--- config.mk ---
export PLATFORM = sky130hd
export DESIGN_NAME = flag_counter
export DESIGN_NICKNAME = d
export VERILOG_FILES = /design/src/rtl/flag_counter_pkg.sv /design/src/rtl/flag_counter_edge.sv /design/src/rtl/flag_counter.sv
export SDC_FILE = /design/constraint.sdc
export NUM_CORES = 1
export LEC_CHECK = 0
export CAP_MARGIN = 10
export CORE_AREA = 10 10 47 49
export CTS_BUF_LIST = sky130_fd_sc_hd__clkbuf_4 sky130_fd_sc_hd__clkbuf_8 sky130_fd_sc_hd__clkbuf_16
export CTS_CLUSTER_DIAMETER = 100
export DETAILED_ROUTE_END_ITERATION = 16
export DIE_AREA = 0 0 57 59
export GPL_TIMING_DRIVEN = 1
export PLACE_DENSITY = 0.42
export SLEW_MARGIN = 20
export SYNTH_ARGS = -nofsm -noshare
export SYNTH_HDL_FRONTEND = slang
export SYNTH_SLANG_ARGS = --single-unit
--- constraint.sdc ---
create_clock -name clk -period 1 [get_ports clk]
set_input_delay 0.3 -clock clk [delete_from_list [all_inputs] [get_ports clk]]
set_output_delay 0.3 -clock clk [all_outputs]
set_load 0.01 [all_outputs]
--- src/rtl/flag_counter_pkg.sv ---
// Shared types and defaults for the flag counter.
// The optional edge-triggered mode is selected with FLAG_COUNTER_EDGE_EN.
package flag_counter_pkg;

  localparam int FC_WIDTH     = 2;
  localparam int FC_THRESHOLD = 3;

  typedef logic [FC_WIDTH-1:0] flag_cnt_t;

  typedef enum logic {
    FC_COUNTING = 1'b0,
    FC_DONE     = 1'b1
  } fc_state_e;

endpackage : flag_counter_pkg

--- src/rtl/flag_counter_edge.sv ---
// Rising-edge detector for the trigger flag.
// Only used when FLAG_COUNTER_EDGE_EN is defined.
module flag_edge_detect (
  input  logic clk,
  input  logic rst,
  input  logic i_trigger,
  output logic o_rise
);

  logic r_trig_d;

  // Keeps tracking trigger in every state so a level held through DONE is not re-counted.
  always_ff @(posedge clk) begin
    if (rst) begin
      r_trig_d <= 1'b0;
    end else begin
      r_trig_d <= i_trigger;
    end
  end

  assign o_rise = i_trigger & ~r_trig_d;

endmodule : flag_edge_detect

--- src/rtl/flag_counter.sv ---
// Counts trigger events and raises a sticky gameover flag at THRESHOLD.
// Define FLAG_COUNTER_EDGE_EN to count rising edges of trigger instead of high cycles.
module flag_counter
  import flag_counter_pkg::*;
#(
  parameter int WIDTH     = FC_WIDTH,
  parameter int THRESHOLD = FC_THRESHOLD
) (
  input  logic             clk,
  input  logic             rst,
  input  logic             trigger,
  output logic             gameover,
  output logic [WIDTH-1:0] count
);

  if (THRESHOLD < 1 || THRESHOLD > (2 ** WIDTH) - 1) begin : g_bad_threshold
    $error("flag_counter: THRESHOLD %0d outside 1..2**WIDTH-1", THRESHOLD);
  end

  localparam logic [WIDTH-1:0] THR_LAST = WIDTH'(THRESHOLD - 1);

  logic             w_event;
  logic [WIDTH-1:0] r_count;
  fc_state_e        r_state;

`ifdef FLAG_COUNTER_EDGE_EN
  flag_edge_detect u_edge (
    .clk       (clk),
    .rst       (rst),
    .i_trigger (trigger),
    .o_rise    (w_event)
  );
`else
  assign w_event = trigger;
`endif

  // Reaching the last step moves to DONE on the same edge the count lands on THRESHOLD.
  always_ff @(posedge clk) begin
    if (rst) begin
      r_state <= FC_COUNTING;
      r_count <= '0;
    end else if (r_state == FC_COUNTING && w_event) begin
      r_count <= r_count + WIDTH'(1);
      if (r_count == THR_LAST) begin
        r_state <= FC_DONE;
      end
    end
  end

  assign count    = r_count;
  assign gameover = (r_state == FC_DONE);

  a_trigger_known : assert property (@(posedge clk) disable iff (rst) !$isunknown(trigger));

endmodule : flag_counter

==> metrics, run 1 <==
Clock Skews=4.22 ps; Seq/Total Area, Yosys=40.3%; Routed Antenna Nets=0; R2R Path Start=count[0]; worst skew pair latency=240 ps; Hold Crit Class=primary input to flip-flop; RSZ-0062 raised after global routing=yes; Syn-to-layout area delta=101%; failing checks=setup timing; DRT Pass-1 Iters=3; post-route DRC violation count=0; sequential share of power=27.4%; pin count of the biggest net entering global routing=6; crit-path cells=buf_6, inv_4, ha_4, nor2_2, mux2_4; Max-slew headroom=87.2%; total gr overflow=0; hold_sp=trigger; sw frac=23.7%; vias in the first global route=149; Mapped Avg Cell Area=10.6 sq um; syn_nets=18; Die Wd=57 microns; via count=134; most frequent cells after synthesis=3 x dfxtp_1, 3 x nor2_1, 2 x mux2_4, 2 x nor2b_1; fmax=921 MHz; Crit Path Category=flip-flop to flip-flop; IO Pins=6; # diodes=0; Worst-path clk slew=40 ps; Iter 0 DRT Violations=1; Mapped Cells=14; CTS Buffer Depth=2; top cell type by total area after synthesis=dfxtp_1; worst r2r path cells=5; Initial Util=10.6%; Root Buffer=clkbuf_4; Min-Delay Path Depth=3; global-route wire length before repair=662 microns; async set-reset flop share out of synthesis=0%; worst vdd ir=0.000256 V; share of post-route cells with drive strength above 1=71.4%; Max-Cap Viols=0; total power=0.503 mW; Final Wtd Congestion=0.634; Total GRT Usage=3.11%; setup_tns=-208 ps; # rows=14; Buffers & Inverters on Critical Path=2; Hold Fails Final Rpt=0; core region area=1400 sq um; # H-tree levels=1; # clock sinks=3; CP Max Fanout=2; Post-Syn Area=149 sq um; Distinct cells, synth=8; Setup crit end kind=flip-flop; Power Internal=0.384 mW; Port Buffers=5; CTS Buf Count=3; period utilisation layout=109%; Vias/cell=3.05; clock power share=48.6%; ys flop type=dfxtp_1; Combinational Power Share=24.0%; Total Wirelength=405 microns; WP data required=1120 ps; final design utilization=21.3%; reg2reg end=count[1]; Leak=0.145 nW; number of flops mapped to enable cells by yosys=0; placed cell areas=250 sq um; Critical Path Slowest Stage Cell=dfxtp_2; main area contributors after synthesis=dfxtp_1 40%, mux2_4 20%, nor2b_4 9.2%; slowest stage delay, CP=320 ps; hold buffer count at cts=0; post-route cell area=299 sq um; top-area cell type share of the netlist area=40.3%; Switch Pwr=0.119 mW; worst setup margin=-86.2 ps; fin crit period=1090 ps; Final setup viols=3; die area=3360 sq um; flops & latches, synth=3; CP Data Arrival Time=1210 ps; fin nets=33; startpoint types=flip-flop; Largest delay share family, worst path=flip-flops; Min-Delay Endpoint=gameover; status=complete, but fails checks; initial antenna violation count=0; DR WL/cell=9.20 microns; Yosys warnings=0; Worst-Margin Slew=192 ps; max-slew violation count=0; Die Y-Extent=59 microns; reg-to-reg setup timing slack=-90 ps; pre-CTS setup slack=-385 ps; CTS tree=done; Pwr Density=1680 nW/um^2
[layer usage]
metal	wire length [microns]	vias up	track usage, %
met5	0	-	0
met4	0	0	4.03
met3	71	0	4.08
met2	162	6	2.64
met1	171	55	2.84
li1	-	73	-
[metrics by stage]
step / instances / hold WS (ps)
floorplan: 14 / 372
global placement: 39 / 582
detailed placement: 39 / 570
CTS: 43 / 447
global route: 44 / 489
finish: 44 / 473
[flip-flops by register name (all words and copies together) (netlist names)]
register	count
gameover	1
count	2
[how the worst max path moves through the flow]
stage	cells after the start	startpoint	to
2_1_floorplan	4	count[0]	count[1]
3_3_place_gp	3	trigger	count[0]
3_5_place_dp	3	trigger	count[0]
4_1_cts	5	count[0]	count[1]
5_1_grt	5	count[0]	count[1]
6_report	5	count[0]	count[1]
[area by class of cell]
type	count	area (sq um)
well taps	16	20.0
multi-input cells	10	100
flip-flops and latches	3	62.6
repair buffers	10	80.1
inverters	1	6.26
clock buffers	4	30.0
fillers	164	1100
[worst reg2reg max path, stage by stage, from the launching register on]
cell and delay, ps:
dfxtp_2 320, buf_6 100, inv_4 30, ha_4 240
nor2_2 30, mux2_4 250
[cells in the final DEF (no fill, tap or decap), drive strengths merged]
master       instances
nor2b                3
dfxtp                3
nor2                 3
inv                  1
dlygate4sd2          2
buf                  8
clkbuf               4
ha                   1
mux2                 2
a21oi                1
[timing repair]
item | 4_1_cts | 5_1_grt
setup endpoints to repair | 5 | 5
pin swaps | 1 | 0
gates resized for setup | 18 | 3
buffers inserted | 0 | 1
[cells by family after synthesis]
family | Yosys count | synth area share, %
and+or+nand+nor | 6 | 25.2
DFF | 3 | 40.3
muxes | 2 | 20.2
AOI/OAI and AO/OA | 1 | 3.36
buffers and inverters | 1 | 2.52
adders and majority gates | 1 | 8.40
[power groups by stage]
stage	Combinational [mW]	Sequential (mW)	Clock [mW]
after floorplan	0.0358	0.147	0
after global placement	0.102	0.139	0
after global routing	0.134	0.139	0.273
after detailed placement	0.104	0.138	0
after CTS	0.106	0.137	0.259
final	0.121	0.138	0.245
Note: power is estimated with default switching activity, not from simulation.
==> run 2, diff against run 1 <==
- clock period: 1 -> 0.97 ns (I/O delays scaled with it)
==> metrics, run 2 (same netlist as run 1, synthesis figures left out) <==
Initial Util=10.6%; vias in the first global route=129; Critical Path Slowest Stage Cell=dfxtp_2; Buffers & Inverters on Critical Path=1; Syn-to-layout area delta=97.5%; Iter 0 DRT Violations=0; Largest delay share family, worst path=flip-flops; Total GRT Usage=2.72%; Die Y-Extent=59 microns; Clock Skews=0.207 ps; status=complete, but fails checks; cell depth of the worst setup path=4; Critical Path End=count[1]; CP Data Arrival Time=1190 ps; core region area=1400 sq um; Vias/cell=3.23; placed cell areas=243 sq um; Leak=0.140 nW; Hold Fails Final Rpt=0; global-route wire length before repair=593 microns; CTS Buffer Depth=2; Worst-path clk slew=40 ps; reg2reg end=count[1]; R2R Path Start=count[1]; RSZ-0062 raised after global routing=yes; Worst-Margin Slew=203 ps; # diodes=0; worst setup margin=-95.9 ps; IO Pins=6; worst r2r path cells=4; pin count of the biggest net entering global routing=6; Layout fillers=168; initial antenna violation count=0; fin crit period=1070 ps; die area=3360 sq um; WP data required=1090 ps; commonest non-fill, non-tap cell in the layout=clkbuf_4; share of post-route cells with drive strength above 1=70.4%; Final Wtd Congestion=0.658; Max-slew headroom=86.5%; pre-CTS setup slack=-405 ps; hold buffer count at cts=0; Pwr Density=1730 nW/um^2; CP Max Fanout=2; Max-Cap Viols=0; Final setup viols=4; fmax=938 MHz; DRT Pass-1 Iters=1; crit-path cells=buf_6, ha_4, nor2_2, mux2_4; startpoint types=flip-flop; Total Wirelength=410 microns; failing checks=setup timing; CTS tree=done; post-route DRC violation count=0; Setup crit end kind=flip-flop; period utilisation layout=110%; worst skew pair latency=240 ps; worst vdd ir=0.000378 V; Routed Antenna Nets=0; # clock sinks=3; Die Wd=57 microns; DR WL/cell=9.53 microns; setup_tns=-138 ps; max-slew violation count=0; CTS Buf Count=3; Root Buffer=clkbuf_4; Hold Crit Class=primary input to flip-flop; # rows=14; total gr overflow=0; commonest cells after routing, fill and taps aside=4 x clkbuf_4, 3 x dfxtp_2, 3 x buf_6; slowest stage delay, CP=310 ps; Port Buffers=5; Largest register FFs=2; post-route cell area=294 sq um; # H-tree levels=1; fin nets=32; reg-to-reg setup timing slack=-100 ps; via count=139; Crit Path Category=flip-flop to flip-flop; Worst Setup SP=count[1]
-- run 2: cell count changes in the layout (fill, tap and decap cells not counted), sizes merged --
cell,before,now
buf,8,7
-- run 2: tightest hold or removal path: stages --
cell and delay [ps]:
dlygate4sd2_1 220, a21oi_1 70, nor2_1 70
-- run 2: where the power goes --
part           switching, mW  internal [mW]
clock                 0.0718          0.182
sequential           0.00854          0.138
combinational         0.0409         0.0682
-- run 2: area by class of cell --
class	instances	area, sq um	area share [%]
Clock buffer	4	30.0	10.2
Inverter	1	3.75	1.28
Multi-Input combinational cell	10	100	34.0
Tap cell	16	20.0	6.81
Sequential cell	3	63.8	21.7
Timing Repair Buffer	9	76.3	26.0
-- run 2: worst min path at each step --
stage          depth (start not counted)       end  slack (ps)     start
6_report                               3  gameover         440   trigger
5_1_grt                                3  gameover         450   trigger
4_1_cts                                3  gameover         440   trigger
3_5_place_dp                           3  gameover         590  gameover
3_3_place_gp                           3  gameover         580  gameover
2_1_floorplan                          1  gameover         360       rst
-- run 2: repair_timing --
action	4_1_cts	5_1_grt
endpoints found under the setup margin	5	5
hold endpoints to repair	0	0
pin swaps	0	1
resized for setup	20	1
setup buffers	0	1
-- run 2: through the flow --
stage / total power, mW / utilization, % / hold slack, ps / instances
finish: 0.509 / 21.0 / 443 / 43
global route: 0.551 / 21.0 / 451 / 43
CTS: 0.509 / 20.3 / 442 / 42
detailed placement: 0.243 / 17.3 / 589 / 38
global placement: 0.242 / 17.3 / 575 / 38
floorplan: 0.189 / - / 363 / 14
-- run 2: routing by layer --
metal | wire, microns | up-vias | GRT usage [%]
li1 | - | 70 | -
met1 | 208 | 59 | 2.96
met2 | 123 | 8 | 1.86
met3 | 63 | 2 | 3.65
met4 | 14 | 0 | 3.02
met5 | 0 | - | 0
==> run 3, diff against run 2 <==
- REMOVE_ABC_BUFFERS: default -> 1
==> metrics, run 3 (same netlist as run 1, synthesis figures left out) <==
via count=142; Port Buffers=5; fin crit period=1060 ps; initial antenna violation count=0; Worst-path clk slew=40 ps; CTS Buf Count=3; placed cell areas=241 sq um; Leak=0.140 nW; reg-to-reg setup timing slack=-90 ps; DR WL/cell=8.60 microns; Vias/cell=3.30; R2R Path Start=count[1]; # H-tree levels=1; Final Wtd Congestion=0.640; Clock Skews=1.19 ps; Total Wirelength=370 microns; Power Internal=0.387 mW; Max-Cap Viols=0; Crit Path Category=flip-flop to flip-flop; Routed Antenna Nets=0; Iter 0 DRT Violations=2; max-slew violation count=0; die area=3360 sq um; Syn-to-layout area delta=97.5%; WP data required=1090 ps; IO Pins=6; Combinational Power Share=21.5%; fin nets=32; sw frac=22.5%; commonest non-fill, non-tap cell in the layout=clkbuf_4; worst skew pair latency=230 ps; Initial Util=10.6%; # rows=14; clock power share=49.4%; # diodes=0; Worst Setup SP=count[1]; Critical Path End=count[1]; CP Data Arrival Time=1170 ps; reg2reg end=count[1]; Die Y-Extent=59 microns; core region area=1400 sq um; startpoint types=flip-flop; post-route cell area=294 sq um; vias in the first global route=138; Setup crit end kind=flip-flop; worst setup margin=-88.0 ps; sequential share of power=29.1%; CP Max Fanout=2; period utilisation layout=109%; total gr overflow=0; CTS Buffer Depth=2; fmax=945 MHz; Total GRT Usage=2.59%; Hold Crit Class=primary input to flip-flop; commonest cells after routing, fill and taps aside=4 x clkbuf_4, 3 x dfxtp_2, 3 x buf_6; post-route DRC violation count=0; Root Buffer=clkbuf_4; failing checks=setup timing; global-route wire length before repair=586 microns; RSZ-0062 raised after global routing=yes; DRT Pass-1 Iters=2; status=complete, but fails checks; Max-slew headroom=87.8%; # clock sinks=3; Largest register FFs=2; CTS tree=done; Hold Fails Final Rpt=0; Switch Pwr=0.112 mW; Worst-Margin Slew=183 ps; pin count of the biggest net entering global routing=6; Final setup viols=3; WHS=449 ps; Pwr Density=1700 nW/um^2; worst vdd ir=0.000511 V; share of post-route cells with drive strength above 1=70.4%; worst r2r path cells=4; Die Wd=57 microns
[run 3: cell counts in the layout (fill, tap and decap cells not counted)]
Identical to the previous run, type by type.
[run 3: cell type report]
type | instances | area [sq um]
Clock buffer | 4 | 30.0
Fill cell | 164 | 1110
Inverter | 1 | 3.75
Multi-Input combinational cell | 10 | 100
Sequential cell | 3 | 63.8
Tap cell | 16 | 20.0
Timing Repair Buffer | 9 | 76.3
[run 3: worst min path at each step]
stage | endpoint | depth (start not counted) | slack (ps) | from
after floorplan | gameover | 1 | 360 | rst
after global placement | gameover | 3 | 560 | gameover
after detailed placement | gameover | 3 | 580 | gameover
after CTS | gameover | 2 | 440 | rst
after global routing | gameover | 3 | 470 | trigger
final | gameover | 3 | 450 | trigger
[run 3: through the flow]
step           std cells  total power, mW  setup slack, ps  util, %  TNS (ps)
2_1_floorplan         14            0.188             -119        -      -119
3_3_place_gp          38            0.238             -396     17.2     -1390
3_5_place_dp          38            0.242             -408     17.2     -1430
4_1_cts               42            0.506            -92.5     20.2      -176
5_1_grt               43            0.546             -117     21.0      -280
6_report              43            0.499            -88.0     21.0      -116
[run 3: power by group through the flow]
stage	Clock, mW	Sequential [mW]	Combinational [mW]
3_5_place_dp	0	0.144	0.0980
4_1_cts	0.262	0.144	0.0996
3_3_place_gp	0	0.143	0.0948
6_report	0.246	0.145	0.108
2_1_floorplan	0	0.151	0.0370
5_1_grt	0.280	0.147	0.119
[run 3: worst max-delay path, cell delays in order, from the launching register on]
cell and delay (ps):
dfxtp_2 310, buf_6 110, ha_4 250, nor2_2 30, mux2_4 250
[run 3: repair_timing]
item / in CTS / in global routing
setup endpoints to repair: 5 / 5
pin swaps: 0 / 1
buffers inserted: 0 / 1
hold buffers: 0 / 0
resized for setup: 20 / 2
[run 3: routing by layer]
layer | vias up | wire (microns) | GRT usage (%)
li1 | 72 | - | -
met1 | 64 | 189 | 2.50
met2 | 6 | 126 | 2.48
met3 | 0 | 54 | 3.65
met4 | 0 | 0 | 2.01
met5 | - | 0 | 0
